<file path="src/rtl/mul_k_if.sv">
// Operand/product handshake bundle for the Kyber coefficient multiplier stage.
// The slave modport is the multiplier's view. The master modport is the view of whatever drives it.
interface mul_k_if #(
  parameter int IDX_W = 8
);
  logic             valid_i;
  logic             ready_o;
  logic [11:0]      a_i;
  logic [11:0]      b_i;
  logic             valid_o;
  logic             ready_i;
  logic [23:0]      product_o;
  logic [IDX_W-1:0] idx_o;
  logic             last_o;
  logic             err_o;

  modport slave (
    input  valid_i, a_i, b_i, ready_i,
    output ready_o, valid_o, product_o, idx_o, last_o, err_o
  );

  modport master (
    output valid_i, a_i, b_i, ready_i,
    input  ready_o, valid_o, product_o, idx_o, last_o, err_o
  );
endinterface

</file>
<file path="src/rtl/mul_k.sv">
// Two-stage pipelined 12x12 coefficient multiplier with polynomial index framing.
// Define MUL_K_RANGE_CHECK_EN to enable the sticky operand range error (err_o).
module mul_k #(
  parameter int N_COEFF = 256,
  parameter int Q       = 3329
) (
  input logic   clk_i,
  input logic   rst_ni,
  mul_k_if.slave bus
);
  localparam int               IDX_W   = $clog2(N_COEFF);
  localparam logic [IDX_W-1:0] IDX_MAX = IDX_W'(N_COEFF - 1);

  if (N_COEFF < 2 || Q < 2 || Q > 4096) begin : g_param_check
    $error("mul_k: N_COEFF must be >= 2 and Q must be in 2..4096");
  end

  logic             s1_valid_q, s1_valid_d;
  logic [11:0]      s1_a_q, s1_a_d;
  logic [11:0]      s1_b_q, s1_b_d;
  logic [IDX_W-1:0] s1_idx_q, s1_idx_d;
  logic             s2_valid_q, s2_valid_d;
  logic [23:0]      s2_product_q, s2_product_d;
  logic [IDX_W-1:0] s2_idx_q, s2_idx_d;
  logic             s2_last_q, s2_last_d;
  logic [IDX_W-1:0] cnt_q, cnt_d;
  logic             s1_en, s2_en, in_fire;

  // S2 may advance when empty or being popped; S1 may advance when S2 makes room.
  always_comb begin
    s2_en        = !s2_valid_q || bus.ready_i;
    s1_en        = !s1_valid_q || s2_en;
    in_fire      = bus.valid_i && s1_en;

    s1_valid_d   = s1_valid_q;
    s1_a_d       = s1_a_q;
    s1_b_d       = s1_b_q;
    s1_idx_d     = s1_idx_q;
    s2_valid_d   = s2_valid_q;
    s2_product_d = s2_product_q;
    s2_idx_d     = s2_idx_q;
    s2_last_d    = s2_last_q;
    cnt_d        = cnt_q;

    if (s1_en) begin
      s1_valid_d = bus.valid_i;
    end
    if (in_fire) begin
      s1_a_d   = bus.a_i;
      s1_b_d   = bus.b_i;
      s1_idx_d = cnt_q;
      cnt_d    = (cnt_q == IDX_MAX) ? '0 : cnt_q + 1'b1;
    end

    if (s2_en) begin
      s2_valid_d = s1_valid_q;
      if (s1_valid_q) begin
        s2_product_d = {12'b0, s1_a_q} * {12'b0, s1_b_q};
        s2_idx_d     = s1_idx_q;
        s2_last_d    = (s1_idx_q == IDX_MAX);
      end
    end
  end

  always_ff @(posedge clk_i or negedge rst_ni) begin
    if (!rst_ni) begin
      s1_valid_q   <= 1'b0;
      s1_a_q       <= '0;
      s1_b_q       <= '0;
      s1_idx_q     <= '0;
      s2_valid_q   <= 1'b0;
      s2_product_q <= '0;
      s2_idx_q     <= '0;
      s2_last_q    <= 1'b0;
      cnt_q        <= '0;
    end else begin
      s1_valid_q   <= s1_valid_d;
      s1_a_q       <= s1_a_d;
      s1_b_q       <= s1_b_d;
      s1_idx_q     <= s1_idx_d;
      s2_valid_q   <= s2_valid_d;
      s2_product_q <= s2_product_d;
      s2_idx_q     <= s2_idx_d;
      s2_last_q    <= s2_last_d;
      cnt_q        <= cnt_d;
    end
  end

  assign bus.ready_o   = s1_en;
  assign bus.valid_o   = s2_valid_q;
  assign bus.product_o = s2_product_q;
  assign bus.idx_o     = s2_idx_q;
  assign bus.last_o    = s2_valid_q && s2_last_q;

`ifdef MUL_K_RANGE_CHECK_EN
  localparam logic [11:0] Q_W = 12'(Q);

  logic err_q, err_d;

  always_comb begin
    err_d = err_q;
    if (in_fire && ((bus.a_i >= Q_W) || (bus.b_i >= Q_W))) begin
      err_d = 1'b1;
    end
  end

  always_ff @(posedge clk_i or negedge rst_ni) begin
    if (!rst_ni) begin
      err_q <= 1'b0;
    end else begin
      err_q <= err_d;
    end
  end

  assign bus.err_o = err_q;
`else
  assign bus.err_o = 1'b0;
`endif

endmodule
</file>
<file path="src/flat_wrapper.sv">
// flat-port wrapper written by rule: the top's interface ports become plain ports
module mul_k_flat 
#(
  parameter int N_COEFF = 256,
  parameter int Q       = 3329
)
  (clk_i, rst_ni, bus_valid_i, bus_a_i, bus_b_i, bus_ready_i, bus_ready_o, bus_valid_o, bus_product_o, bus_idx_o, bus_last_o, bus_err_o);
  mul_k_if bus_i ();
  input logic clk_i;
  input logic rst_ni;
  input wire logic [$bits(bus_i.valid_i)-1:0] bus_valid_i;
  input wire logic [$bits(bus_i.a_i)-1:0] bus_a_i;
  input wire logic [$bits(bus_i.b_i)-1:0] bus_b_i;
  input wire logic [$bits(bus_i.ready_i)-1:0] bus_ready_i;
  output wire logic [$bits(bus_i.ready_o)-1:0] bus_ready_o;
  output wire logic [$bits(bus_i.valid_o)-1:0] bus_valid_o;
  output wire logic [$bits(bus_i.product_o)-1:0] bus_product_o;
  output wire logic [$bits(bus_i.idx_o)-1:0] bus_idx_o;
  output wire logic [$bits(bus_i.last_o)-1:0] bus_last_o;
  output wire logic [$bits(bus_i.err_o)-1:0] bus_err_o;
  assign bus_i.valid_i = bus_valid_i;
  assign bus_i.a_i = bus_a_i;
  assign bus_i.b_i = bus_b_i;
  assign bus_i.ready_i = bus_ready_i;
  assign bus_ready_o = bus_i.ready_o;
  assign bus_valid_o = bus_i.valid_o;
  assign bus_product_o = bus_i.product_o;
  assign bus_idx_o = bus_i.idx_o;
  assign bus_last_o = bus_i.last_o;
  assign bus_err_o = bus_i.err_o;
  mul_k #(.N_COEFF(N_COEFF), .Q(Q)) u_core (.clk_i(clk_i), .rst_ni(rst_ni), .bus(bus_i));
endmodule
</file>
<file path="config.mk">
export PLATFORM = sky130hd
export DESIGN_NAME = mul_k_flat
export DESIGN_NICKNAME = d
export VERILOG_FILES = /design/src/rtl/mul_k_if.sv /design/src/rtl/mul_k.sv /design/src/flat_wrapper.sv
export SDC_FILE = /design/constraint.sdc
export NUM_CORES = 1
export LEC_CHECK = 0
export ABC_CLOCK_PERIOD_IN_PS = 7500
export CAP_MARGIN = 15
export CORE_AREA = 2 2 170 172
export CTS_CLUSTER_SIZE = 16
export DETAILED_ROUTE_END_ITERATION = 7
export DIE_AREA = 0 0 172 174
export PLACE_DENSITY_LB_ADDON = 0.05
export SLEW_MARGIN = 25
export SYNTH_ARGS = -nofsm -noshare
export SYNTH_HDL_FRONTEND = slang
export SYNTH_SLANG_ARGS = --single-unit
</file>
<file path="constraint.sdc">
create_clock -name clk_i -period 7.5 [get_ports clk_i]
set_input_delay 0.75 -clock clk_i [delete_from_list [all_inputs] [get_ports clk_i]]
set_output_delay 0.75 -clock clk_i [all_outputs]
set_load 0.01 [all_outputs]
</file>
# After elaboration in Yosys (flattened, before gate mapping)
# Index checks and enable logic that the tools add are counted.
[totals]
ramBits = 0
elab_cells = 21
inputBits = 28
latchBits = 0
memories = 0
rom_bits = 0
ff_bits = 75
[classes]
div_mod_pow = 0
n_eq_ne = 2
n_mul = 1
order_cmp = 0
add_sub_neg = 1
shift = 0
bitwise = 0
mux = 1
reduce_logical = 7
[ops]
columns = ["cell", "n"]
rows = [
  ["12-bit by 12-bit multiplier with 24-bit output", 1],
  ["8-bit == test, second input constant", 2],
  ["8-bit by 1-bit adder with 8-bit output, second input constant", 1],
  ["8-bit two-way mux", 1],
  ["1-bit logical AND", 2],
  ["1-bit zero test", 2],
  ["1-bit logical OR", 2],
  ["2-bit AND reduction", 1],
]

# Logic depth before layout (Yosys ltp)
[logic_depth]
depth_word = 4
mapped_depth = 20
mapped_depth_nobuf = 18

# Least setup slack after synthesis
# Ideal clock, no wire load.
[synth_path]
kind = "register to register"
startpoint = "reg u_core.s1_b_q[8]"
endpoint = "reg u_core.s2_product_q[23], in the netlist u_core.bus.product_o[23]"
arrival_time_ns = 4.885
path_slack_ns = 2.545
stages_incl_launch_ff = 19
setup_ns = 0.069
required_ns = 7.431
period_less_slack_ns = 4.955
cell_sequence = "dfrtp_1 clkbuf_1 and2_1 fa_1 inv_1 fa_1 inv_1 fa_1 fa_1 inv_1 fa_1 inv_1 ha_1 o21ai_0 o21bai_2 nor2_1 o41a_1 o31a_1 nand3_1"
[synth_via]
elab_chain_cells = 1
[synth_lines]
columns = ["element", "line", "source"]
rows = [
  ["from (decl)", "mul_k.sv:20", "logic [11:0] s1_b_q, s1_b_d;"],
  ["from (signal assigned)", "mul_k.sv:69", "s1_b_q <= '0;"],
  ["from (signal assigned)", "mul_k.sv:79", "s1_b_q <= s1_b_d;"],
  ["12-bit by 12-bit multiplier with 24-bit output", "mul_k.sv:58", "s2_product_d = {12'b0, s1_a_q} * {12'b0, s1_b_q};"],
  ["to (signal assigned)", "mul_k.sv:82", "s2_product_q <= s2_product_d;"],
  ["to (decl)", "mul_k.sv:23", "logic [23:0] s2_product_q, s2_product_d;"],
]
# Every way passes these cells.
# A chain may end at the register's enable or synchronous reset.

# Worst setup path in the final report
[layout_path]
startpoint = "reg u_core.s1_a_q[5]"
endpoint = "reg u_core.s2_product_q[23], in the netlist u_core.bus.product_o[23]"
[layout_via]
elab_chain_cells = 1
[layout_lines]
columns = ["element", "line", "source"]
rows = [
  ["from (decl)", "mul_k.sv:19", "logic [11:0] s1_a_q, s1_a_d;"],
  ["from (signal assigned)", "mul_k.sv:68", "s1_a_q <= '0;"],
  ["from (signal assigned)", "mul_k.sv:78", "s1_a_q <= s1_a_d;"],
  ["12-bit by 12-bit multiplier with 24-bit output", "mul_k.sv:58", ""],
]
# Every way passes these cells.

==> flow_summary_export.csv <==
group,metric,value,unit
grt,grt_overflow,0,
sta,hold_violations,0,
placement,routabilityCongestion,0.771,
die,rows,62,
layout,instances_no_fill,1307,
sta,fin_setup_tns,0,ns
grt,grt_max_degree,56,
critical_path,cp.required,7.79,ns
clock_tree,holdBufCountCts,0,
critical_path,worstSetupEndpointType,"register",
layout,drive_above_1_share,0.0304,
power_and_ir_drop,powerDensity,438,nW/um^2
placement,io_buffers,62,
route,via_count,5751,
logic_synthesis,avgSynthCellArea,8.71,sq um
route,wirelength,21.7,mm
route,firstDrtPassIters,4,
sta,period_needed,5.35,ns
logic_synthesis,yosysWarnings,0,
sta,finClkSkew,0.0122,ns
grt,first_global_vias,6328,
layout,synthToLayoutAreaGrowth,16.2,%
run,max_cap_viol_count,0,
sta,setup_viol,0,
clock_tree,clk_latency,0.36,ns
placement,place_inst,1290,
route,viasPerCell,4.40,
sta,rsz0062_at_grt,"false",
logic_synthesis,synth_nets,1077,
clock_tree,clkTransAtPathRegs,0.08,ns
clock_tree,post_cts_resized,0,
critical_path,worstPathMaxFanout,13,
die,fp.dieW,172,um
critical_path,worstReg2RegStart,"u_core.s1_a_q[5]$_DFFE_PN0P_",
logic_synthesis,ys_types,47,
sta,tightest_slew,0.931,ns
route,drc_errors,0,
clock_tree,postCtsSetupRepairBufs,0,
clock_tree,cts_root_buf,"clkbuf_16",
route,antenna_left,0,
die,dieArea,29900,sq um
clock_tree,cts_max_path_buffers,2,
placement,hpwl,16.6,mm
logic_synthesis,synth.yosys.seq_area_share,0.243,
logic_synthesis,ys_ff_latch,75,
route,wl_per_cell,16.6,um
critical_path,startpoint,"u_core.s1_a_q[5]$_DFFE_PN0P_",
logic_synthesis,synth_ff_type,"dfrtp_1",
clock_tree,cts_sinks,75,
grt,grt_pass1_wl,35.4,mm
power_and_ir_drop,total_power,3930,uW
logic_synthesis,synth_cells,886,
clock_tree,cts_max_level,3,
sta,max_slew_margin,0.379,
hold_path,hp-class,"primary input to asynchronous set/reset pin",
clock_tree,cts_made_buffers,9,
critical_path,arrival,5.64,ns
logic_synthesis,syn_area,7720,sq um
clock_tree,cts_tree,"built",
layout,fin_nets,1108,
logic_synthesis,synth_edf_count,0,
die,die_h,174,um
sta,whs,0.355,ns
route,drtIter0Drc,193,
power_and_ir_drop,ir_drop,0.243,mV
critical_path,start_kind,"register",
sta,max_freq,187,MHz
sta,slew_violations,0,
grt,antenna_found_initial,0,
sta,finalCritPeriodShare,0.713,
run_status,run_status,"complete, no violations",
power_and_ir_drop,p_leak,0.00454,uW
critical_path,path_class,"register to register",
die,io_pins,64,
die,design.core.area,28200,sq um
grt,grt_use_total,0.155,
logic_synthesis,ys_async_sr_fraction,1.00,
die,initial_core_util,0.273,
power breakdown:
| group | internal (uW) | switching, uW |
|---|---|---|
| combinational | 1160 | 1630 |
| clock | 234 | 230 |
| sequential | 526 | 146 |
| total | 1920 | 2010 |
final timing paths:
| check | slack [ns] | end | depth (start not counted) |
|---|---|---|---|
| setup / recovery | 2.15 | u_core.bus.product_o[23]$_DFFE_PN0P_ | 15 |
| hold / removal | 0.36 | u_core.s1_b_q[7]$_DFFE_PN0P_ | 1 |
| min in group clk_i | 0.47 | u_core.bus.product_o[2]$_DFFE_PN0P_ | 2 |
| hold reg to reg | 0.47 | u_core.bus.product_o[2]$_DFFE_PN0P_ | 2 |
| max in group asynchronous | 6.13 | u_core.bus.idx_o[3]$_DFFE_PN0P_ | 2 |
| setup reg to reg | 2.15 | u_core.bus.product_o[23]$_DFFE_PN0P_ | 15 |
synthesized netlist by cell type, drive strengths merged (2+ instances only):
cell | number | area [sq um]
nand2 | 247 | 927
inv | 135 | 507
fa | 100 | 2000
dfrtp | 75 | 1880
and2 | 65 | 407
ha | 63 | 788
clkbuf | 40 | 150
o21ai | 19 | 95.1
a21oi | 16 | 87.6
nor2 | 16 | 60.1
xnor2 | 12 | 105
nand4 | 11 | 68.8
a21o | 8 | 60.1
o21a | 8 | 60.1
nand3 | 7 | 35.0
o31ai | 7 | 57.6
nor3 | 6 | 30.0
xor2 | 6 | 52.6
nand2b | 5 | 31.3
and4 | 4 | 35.0
buf | 4 | 22.5
a21boi | 3 | 22.5
o211ai | 3 | 22.5
a211oi | 2 | 15.0
and3 | 2 | 12.5
o2111ai | 2 | 17.5
o211a | 2 | 20.0
o311a | 2 | 20.0
or4 | 2 | 15.0
per-stage QoR:
stage          utilization  worst slack [ns]  cell area [sq um]
2_1_floorplan            -              2.55               7720
3_3_place_gp         0.307              2.12               8670
3_5_place_dp         0.307              2.12               8670
4_1_cts              0.317              2.12               8960
5_1_grt              0.318              1.88               8970
6_report             0.318              2.15               8970
metal layers:
metal | part of all wire | wire length [um] | vias to the layer above | GRT usage
met5 | 0 | 0 | - | 0
met4 | 0.011 | 231 | 0 | 0.0333
met3 | 0.014 | 299 | 12 | 0.0173
met2 | 0.52 | 11300 | 42 | 0.272
met1 | 0.46 | 9870 | 2910 | 0.205
li1 | - | - | 2787 | -
cells by family after synthesis:
kind of cell / Yosys count / synth area share
AO/OA/AOI/OAI: 80 / 0.0718
XOR/XNOR: 18 / 0.0204
adder cells (fa/ha/maj): 163 / 0.361
buffers and inverters: 179 / 0.0880
flip-flops: 75 / 0.243
multiplexers: 1 / 0.00146
other: 1 / 0.000486
AND/OR/NAND/NOR: 369 / 0.213
final cells by class:
cell class / instances / area, sq um
multi-input cells: 632 / 5170
clock buffers: 9 / 225
well taps: 384 / 480
flip-flops and latches: 75 / 1880
fillers: 3087 / 19300
repair buffers: 64 / 633
diodes: 1 / 2.50
clock inverters: 7 / 68.8
inverters: 135 / 507
placed cells by master, fill, tap and decap left out, types with 14 or more instances in the layout:
cell | synthesis | layout
inv_1 | 135 | 135
fa_1 | 100 | 100
and2_1 | 65 | 65
o21ai_0 | 19 | 19
nand2_1 | 247 | 245
a21oi_1 | 14 | 14
ha_1 | 63 | 63
nor2_1 | 16 | 16
dfrtp_1 | 75 | 75
clkdlybuf4s50_1 | 0 | 61
critical path, stage by stage, from the launching register on:
cell,delay (ns)
dfrtp_1,0.70
and2_1,0.23
fa_1,0.45
fa_1,0.54
fa_1,0.54
fa_1,0.55
inv_1,0.05
fa_1,0.53
inv_1,0.04
ha_1,0.41
o21ai_0,0.15
o21bai_2,0.25
nor2_1,0.09
o41a_1,0.42
o31a_1,0.24
nand3_1,0.07
state kept, by name (all words and copies together), names as in the netlist:
register,flops
u_core.s2_last_q,1
u_core.cnt_q,8
u_core.s1_b_q,12
u_core.bus.idx_o,8
u_core.bus.valid_o,1
u_core.s1_a_q,12
u_core.bus.product_o,24
u_core.s1_idx_q,8
u_core.s1_valid_q,1
Power figures use the tool's default switching activity.
